`config.mk`:
```
export PLATFORM = sky130hd
export DESIGN_NAME = llc_lookup_pkt_gen
export DESIGN_NICKNAME = d
export VERILOG_FILES = /design/src/rtl/llc_lookup_pkt_gen_pkg.sv /design/src/rtl/llc_lookup_pkt_gen_hold_q.sv /design/src/rtl/llc_lookup_pkt_gen.sv
export SDC_FILE = /design/constraint.sdc
export NUM_CORES = 1
export LEC_CHECK = 0
export CORE_AREA = 3 3 99 101
export CTS_CLUSTER_SIZE = 14
export DETAILED_ROUTE_END_ITERATION = 16
export DIE_AREA = 0 0 102 104
export PLACE_DENSITY = 0.85
export SLEW_MARGIN = 10
export SYNTH_ARGS = -nofsm -noshare
export SYNTH_HDL_FRONTEND = slang
export SYNTH_HIERARCHICAL = 1
export SYNTH_SLANG_ARGS = --single-unit
```
`constraint.sdc`:
```
create_clock -name clk -period 2.1 [get_ports clk]
set_input_delay 0.315 -clock clk [delete_from_list [all_inputs] [get_ports clk]]
set_output_delay 0.315 -clock clk [all_outputs]
set_load 0.005 [all_outputs]
```
`src/rtl/llc_lookup_pkt_gen_pkg.sv`:
```
// Shared LLC lookup types: set/tag/way/state widths and the memory-to-lookup FIFO packet.
// Packet construction helper used by llc_lookup_pkt_gen (optional skid queue: LLC_LOOKUP_SKID_EN).
package llc_lookup_pkt_gen_pkg;
  localparam int LLC_SET_BITS   = 8;
  localparam int LLC_WAYS       = 4;
  localparam int LLC_WAY_BITS   = 2;
  localparam int LLC_TAG_BITS   = 12;
  localparam int LLC_STATE_BITS = 2;

  typedef logic [LLC_TAG_BITS-1:0] llc_tag_t;
  typedef logic [LLC_WAY_BITS-1:0] llc_way_t;

  typedef enum logic [LLC_STATE_BITS-1:0] {
    INVALID  = 2'd0,
    VALID    = 2'd1,
    SHARED   = 2'd2,
    MODIFIED = 2'd3
  } llc_state_t;

  typedef struct packed {
    llc_tag_t                           tag_input;
    logic [LLC_WAYS*LLC_TAG_BITS-1:0]   rd_tags_pipeline;
    logic [LLC_WAYS*LLC_STATE_BITS-1:0] rd_states_pipeline;
    llc_way_t                           rd_evict_way_pipeline;
    logic [LLC_WAYS-1:0]                rd_dirty_pipeline;
    logic [LLC_WAYS-1:0]                rd_sharers_pipeline;
  } fifo_mem_lookup_packet;

  // Fields this producer does not own stay zero for the lookup-way stage.
  function automatic fifo_mem_lookup_packet make_lookup_pkt(
    input llc_tag_t                           tag,
    input logic [LLC_WAYS*LLC_TAG_BITS-1:0]   tags,
    input logic [LLC_WAYS*LLC_STATE_BITS-1:0] states,
    input llc_way_t                           evict_way
  );
    fifo_mem_lookup_packet pkt;
    pkt                       = '0;
    pkt.tag_input             = tag;
    pkt.rd_tags_pipeline      = tags;
    pkt.rd_states_pipeline    = states;
    pkt.rd_evict_way_pipeline = evict_way;
    return pkt;
  endfunction
endpackage

```
`src/rtl/llc_lookup_pkt_gen_hold_q.sv`:
```
// llc_lookup_hold_q: in-order holding queue of captured lookup packets.
// DEPTH==1 collapses to a single entry register without pointers.
module llc_lookup_hold_q #(
  parameter int WIDTH = 8,
  parameter int DEPTH = 2
) (
  input  logic             clk,
  input  logic             rst,
  input  logic             i_push,
  input  logic [WIDTH-1:0] i_push_data,
  input  logic             i_pop,
  output logic             o_head_valid,
  output logic [WIDTH-1:0] o_head_data
);
  if (DEPTH == 1) begin : g_single
    logic             r_valid;
    logic [WIDTH-1:0] r_data;

    always_ff @(posedge clk or negedge rst) begin
      if (!rst) begin
        r_valid <= 1'b0;
        r_data  <= '0;
      end else if (i_push) begin
        r_valid <= 1'b1;
        r_data  <= i_push_data;
      end else if (i_pop) begin
        r_valid <= 1'b0;
      end
    end

    assign o_head_valid = r_valid;
    assign o_head_data  = r_data;
  end else begin : g_ring
    localparam int PW = $clog2(DEPTH);
    localparam int CW = PW + 1;

    logic [WIDTH-1:0] r_mem [DEPTH];
    logic [PW-1:0]    r_wr_ptr;
    logic [PW-1:0]    r_rd_ptr;
    logic [CW-1:0]    r_count;

    always_ff @(posedge clk or negedge rst) begin
      if (!rst) begin
        r_wr_ptr <= '0;
        r_rd_ptr <= '0;
        r_count  <= '0;
      end else begin
        if (i_push) r_wr_ptr <= (r_wr_ptr == PW'(DEPTH - 1)) ? '0 : r_wr_ptr + 1'b1;
        if (i_pop)  r_rd_ptr <= (r_rd_ptr == PW'(DEPTH - 1)) ? '0 : r_rd_ptr + 1'b1;
        r_count <= r_count + CW'(i_push) - CW'(i_pop);
      end
    end

    always_ff @(posedge clk) begin
      if (i_push) r_mem[r_wr_ptr] <= i_push_data;
    end

    assign o_head_valid = (r_count != '0);
    assign o_head_data  = r_mem[r_rd_ptr];
  end
endmodule

```
`src/rtl/llc_lookup_pkt_gen.sv`:
```
// llc_lookup_pkt_gen: issues LLC tag/state SRAM reads and pushes one lookup packet per request.
// `LLC_LOOKUP_SKID_EN selects a MEM_RD_LAT+1 deep skid queue for full-rate operation.
module llc_lookup_pkt_gen
  import llc_lookup_pkt_gen_pkg::*;
#(
  parameter int MEM_RD_LAT = 1
) (
  input  logic                               clk,
  input  logic                               rst,
  input  logic                               req_valid,
  output logic                               req_ready,
  input  logic [LLC_SET_BITS-1:0]            req_set,
  input  llc_tag_t                           req_tag,
  output logic                               rd_mem_en,
  output logic [LLC_SET_BITS-1:0]            rd_set,
  input  logic [LLC_WAYS*LLC_TAG_BITS-1:0]   rd_tags_mem,
  input  logic [LLC_WAYS*LLC_STATE_BITS-1:0] rd_states_mem,
  input  llc_way_t                           rd_evict_way_mem,
  input  logic                               fifo_full_lookup,
  output logic                               fifo_push_lookup,
  output fifo_mem_lookup_packet              fifo_lookup_in
);
`ifdef LLC_LOOKUP_SKID_EN
  localparam int DEPTH = MEM_RD_LAT + 1;
`else
  localparam int DEPTH = 1;
`endif
  localparam int OCC_W = $clog2(DEPTH + 1);

  logic                  w_accept;
  logic                  w_push;
  logic                  w_head_valid;
  fifo_mem_lookup_packet w_head_pkt;
  fifo_mem_lookup_packet w_cap_pkt;
  logic [OCC_W-1:0]      r_occ;

  // occ covers in-flight reads too, so the queue can never be asked to overfill.
  assign w_push           = w_head_valid && !fifo_full_lookup;
  assign req_ready        = (r_occ < OCC_W'(DEPTH)) || w_push;
  assign w_accept         = rst && req_valid && req_ready;
  assign rd_mem_en        = w_accept;
  assign rd_set           = w_accept ? req_set : '0;
  assign fifo_push_lookup = w_push;
  assign fifo_lookup_in   = w_head_valid ? w_head_pkt : '0;

  logic     r_pipe_vld [MEM_RD_LAT];
  llc_tag_t r_pipe_tag [MEM_RD_LAT];
  logic     w_stage_vld_in [MEM_RD_LAT];
  llc_tag_t w_stage_tag_in [MEM_RD_LAT];

  for (genvar gi = 0; gi < MEM_RD_LAT; gi++) begin : g_pipe
    if (gi == 0) begin : g_first
      assign w_stage_vld_in[gi] = w_accept;
      assign w_stage_tag_in[gi] = req_tag;
    end else begin : g_next
      assign w_stage_vld_in[gi] = r_pipe_vld[gi-1];
      assign w_stage_tag_in[gi] = r_pipe_tag[gi-1];
    end

    always_ff @(posedge clk or negedge rst) begin
      if (!rst) begin
        r_pipe_vld[gi] <= 1'b0;
        r_pipe_tag[gi] <= '0;
      end else begin
        r_pipe_vld[gi] <= w_stage_vld_in[gi];
        r_pipe_tag[gi] <= w_stage_tag_in[gi];
      end
    end
  end

  // SRAM outputs are only meaningful in the cycle the last stage is valid.
  assign w_cap_pkt = make_lookup_pkt(r_pipe_tag[MEM_RD_LAT-1], rd_tags_mem,
                                     rd_states_mem, rd_evict_way_mem);

  llc_lookup_hold_q #(
    .WIDTH ($bits(fifo_mem_lookup_packet)),
    .DEPTH (DEPTH)
  ) u_hold_q (
    .clk          (clk),
    .rst          (rst),
    .i_push       (r_pipe_vld[MEM_RD_LAT-1]),
    .i_push_data  (w_cap_pkt),
    .i_pop        (w_push),
    .o_head_valid (w_head_valid),
    .o_head_data  (w_head_pkt)
  );

  always_ff @(posedge clk or negedge rst) begin
    if (!rst) begin
      r_occ <= '0;
    end else if (w_accept && !w_push) begin
      r_occ <= r_occ + 1'b1;
    end else if (!w_accept && w_push) begin
      r_occ <= r_occ - 1'b1;
    end
  end
endmodule

```
==> qor.yml <==
outcome:
  run_status: "finished, final reports clean"
worst_setup_path:
  start_kind: "register"
  worst-setup-path-type: "reg2out"
  max_stage_delay_ps: 560
  critPathArrivalTime_ps: 1690
  endpoint_kind: "primary output"
  critPathTopFamily: "flip-flops"
  path_max_fanout: 11
  crit_chain: "a21oi_2, clkdlybuf4s50_1"
  path_buf_inv: 1
  slowest_stage: "dfrtp_1"
  critPathRequiredTime_ps: 1780
die:
  core_mm2: 0.00911
  die_w_um: 102
  pin_count: 171
  die_h_um: 104
  std_cell_rows: 35
  design.die.area_mm2: 0.0106
  initial_core_util_pct: 45.0
clocking:
  cts_tree: "done"
  cts-hold-fix-buffers: 0
  cts-root-buf: "clkbuf_8"
  cts.clk_slew.worst_paths_ps: 90
  h-tree-depth: 3
  clk_path_buf_depth: 2
  cts_sinks: 93
  numCtsBuffers: 9
  clock_latency_ps: 340
sta:
  hold_viol: 0
  report.final.slew_viol_count: 0
  fmax_ghz: 0.500
  worstMarginPinSlew_ps: 603
  setup_slack_ps: 98.6
  fin_crit_sh_pct: 95.3
  finalSetupViolCount: 0
  slew-limit-headroom_pct: 59.8
  final.setup.tns_ps: 0
  fin_skew_ps: 7.80
  rsz0062_at_grt: "no"
  fin_crit_ps: 2000
  hold_ws_ps: 175
place:
  dp_slack_ps: -35.0
  hpwlAfterDp_mm: 6.79
  dp.cells: 569
  io_buffers: 170
  gp_congestion: 0.745
yosys:
  yosys.area.top_type: "dfrtp_1"
  synth_warnings: 6
  synth-seq-cells: 93
  avgSynthCellArea_um2: 13.8
  seq_area_frac_synth_pct: 56.8
  syn-cell-area_mm2: 0.00410
  yosysTopAreaCellShare_pct: 56.8
  synth.distinct_cells: 18
  synthTopCellsByArea: "dfrtp_1, mux2_2, and2_2"
  synthCells: 296
global_routing:
  grtUsageMet3_pct: 5.90
  grt.total_usage_pct: 17.6
  antenna_found_initial: 0
  grt_max_degree: 55
  grt.overflow.total: 0
  grt_first_pass_wirelength_mm: 14.9
  grt-busiest-layer: "met2"
  use_met1_pct: 21.6
  grt_pass1_vias: 3034
  met2_usage_pct: 29.6
cells_and_area:
  diodes: 0
  nNetsFinal: 553
  drive_gt1_share_pct: 34.0
  final_common_cell: "clkdlybuf4s50_1"
  layout_common_cells: "clkdlybuf4s50_1, dfrtp_1, mux2_2, and2_2, and2_1"
  fillCellCount: 675
  finalNonFillerCells: 585
  areaGrowthSynthToFinish_pct: 49.3
routing:
  dr.pass1.iters: 3
  drt_iter0_drc: 57
  vias: 2811
  routed_wl_mm: 9.18
  post-route-drc-count: 0
  drtAntennaViolNets: 0
  viasPerCell: 4.81
  wl_per_cell_um: 15.7
job:
  drv_cap: 0
pwr:
  p_leak_nw: 2.56
  cellPowerDensity_mw_per_mm2: 1290
  peakVddDrop_v: 0.000779
hold_path:
  hp-class: "in2async"
[routing by layer]
metal  routed length (µm)  vias up
li1                     -     1315
met1                 3680     1379
met2                 4660      103
met3                  692       14
met4                  143        0
met5                    0        -
[timing repair]
item / 4_1_cts / 5_1_grt
endpoints found under the setup margin: 3 / 71
resized for setup: 6 / 1
buffers inserted: 0 / 1
pin swaps: 0 / 0
[worst paths after layout]
path	from	to	slack, ps	cells past startpoint
setup / recovery	r_occ	rd_mem_en	100	2
hold / removal	rst	u_hold_q/o_head_data[61]	170	2
setup reg to reg	r_pipe_vld	u_hold_q/o_head_data[8]	650	2
hold reg to reg	r_pipe_tag[11]	u_hold_q/o_head_data[77]	480	1
max in group asynchronous	rst	r_pipe_vld	860	3
min in group clk	rst	r_pipe_vld	300	3
[power breakdown]
part	switching [mW]	internal, mW	total (mW)
Combinational	1.13	2.53	3.66
Clock	0.608	0.581	1.19
Sequential	0.441	2.59	3.03
Total	2.18	5.70	7.88
[state kept, by name (all words and copies together), names as in the netlist]
name and flops:
r_occ 1, r_pipe_vld 1, r_pipe_tag 12, u_hold_q/o_head_data 78, u_hold_q/o_head_valid 1
[cells in the mapped netlist]
library cell,count
buf_2,7
clkbuf_1,7
a21oi_2,7
a21oi_1,2
nand3_1,8
conb_1,1
mux2_2,69
and2_1,28
dfrtp_1,93
and2_2,50
mux2_4,9
inv_1,2
ha_1,1
a21o_1,1
nand2b_2,1
xnor2_1,1
buf_6,7
nand2_1,2
[through the flow]
stage          utilization [%]  power, mW  instance area (µm²)
4_1_cts                   67.0       8.00                 6110
2_1_floorplan                -       4.78                 4120
6_report                  67.1       7.88                 6120
3_3_place_gp              64.9       6.66                 5910
5_1_grt                   67.1       8.43                 6120
3_5_place_dp              64.9       6.82                 5910
[cells by family (layout without fill, tap and decap cells)]
logic type / after synthesis / after routing / share of synthesized area, %
xor+xnor: 1 / 1 / 0.214
simple gates: 89 / 89 / 14.8
compound gates: 10 / 10 / 1.92
mux: 78 / 78 / 22.3
fa+ha+maj: 1 / 1 / 0.305
flops: 93 / 93 / 56.8
buf+inv: 23 / 194 / 3.60
other cells: 1 / 8 / 0.0915
[final cells by class]
class | instances | area (µm²) | share of cell area [%]
Timing Repair Buffer | 177 | 1790 | 29.2
Inverter | 2 | 7.51 | 0.123
Tap cell | 111 | 139 | 2.27
Clock inverter | 5 | 60.1 | 0.982
Clock buffer | 10 | 138 | 2.25
Multi-Input combinational cell | 187 | 1650 | 27.0
Sequential cell | 93 | 2330 | 38.1
No activity file was read; power rests on OpenSTA's default activity.
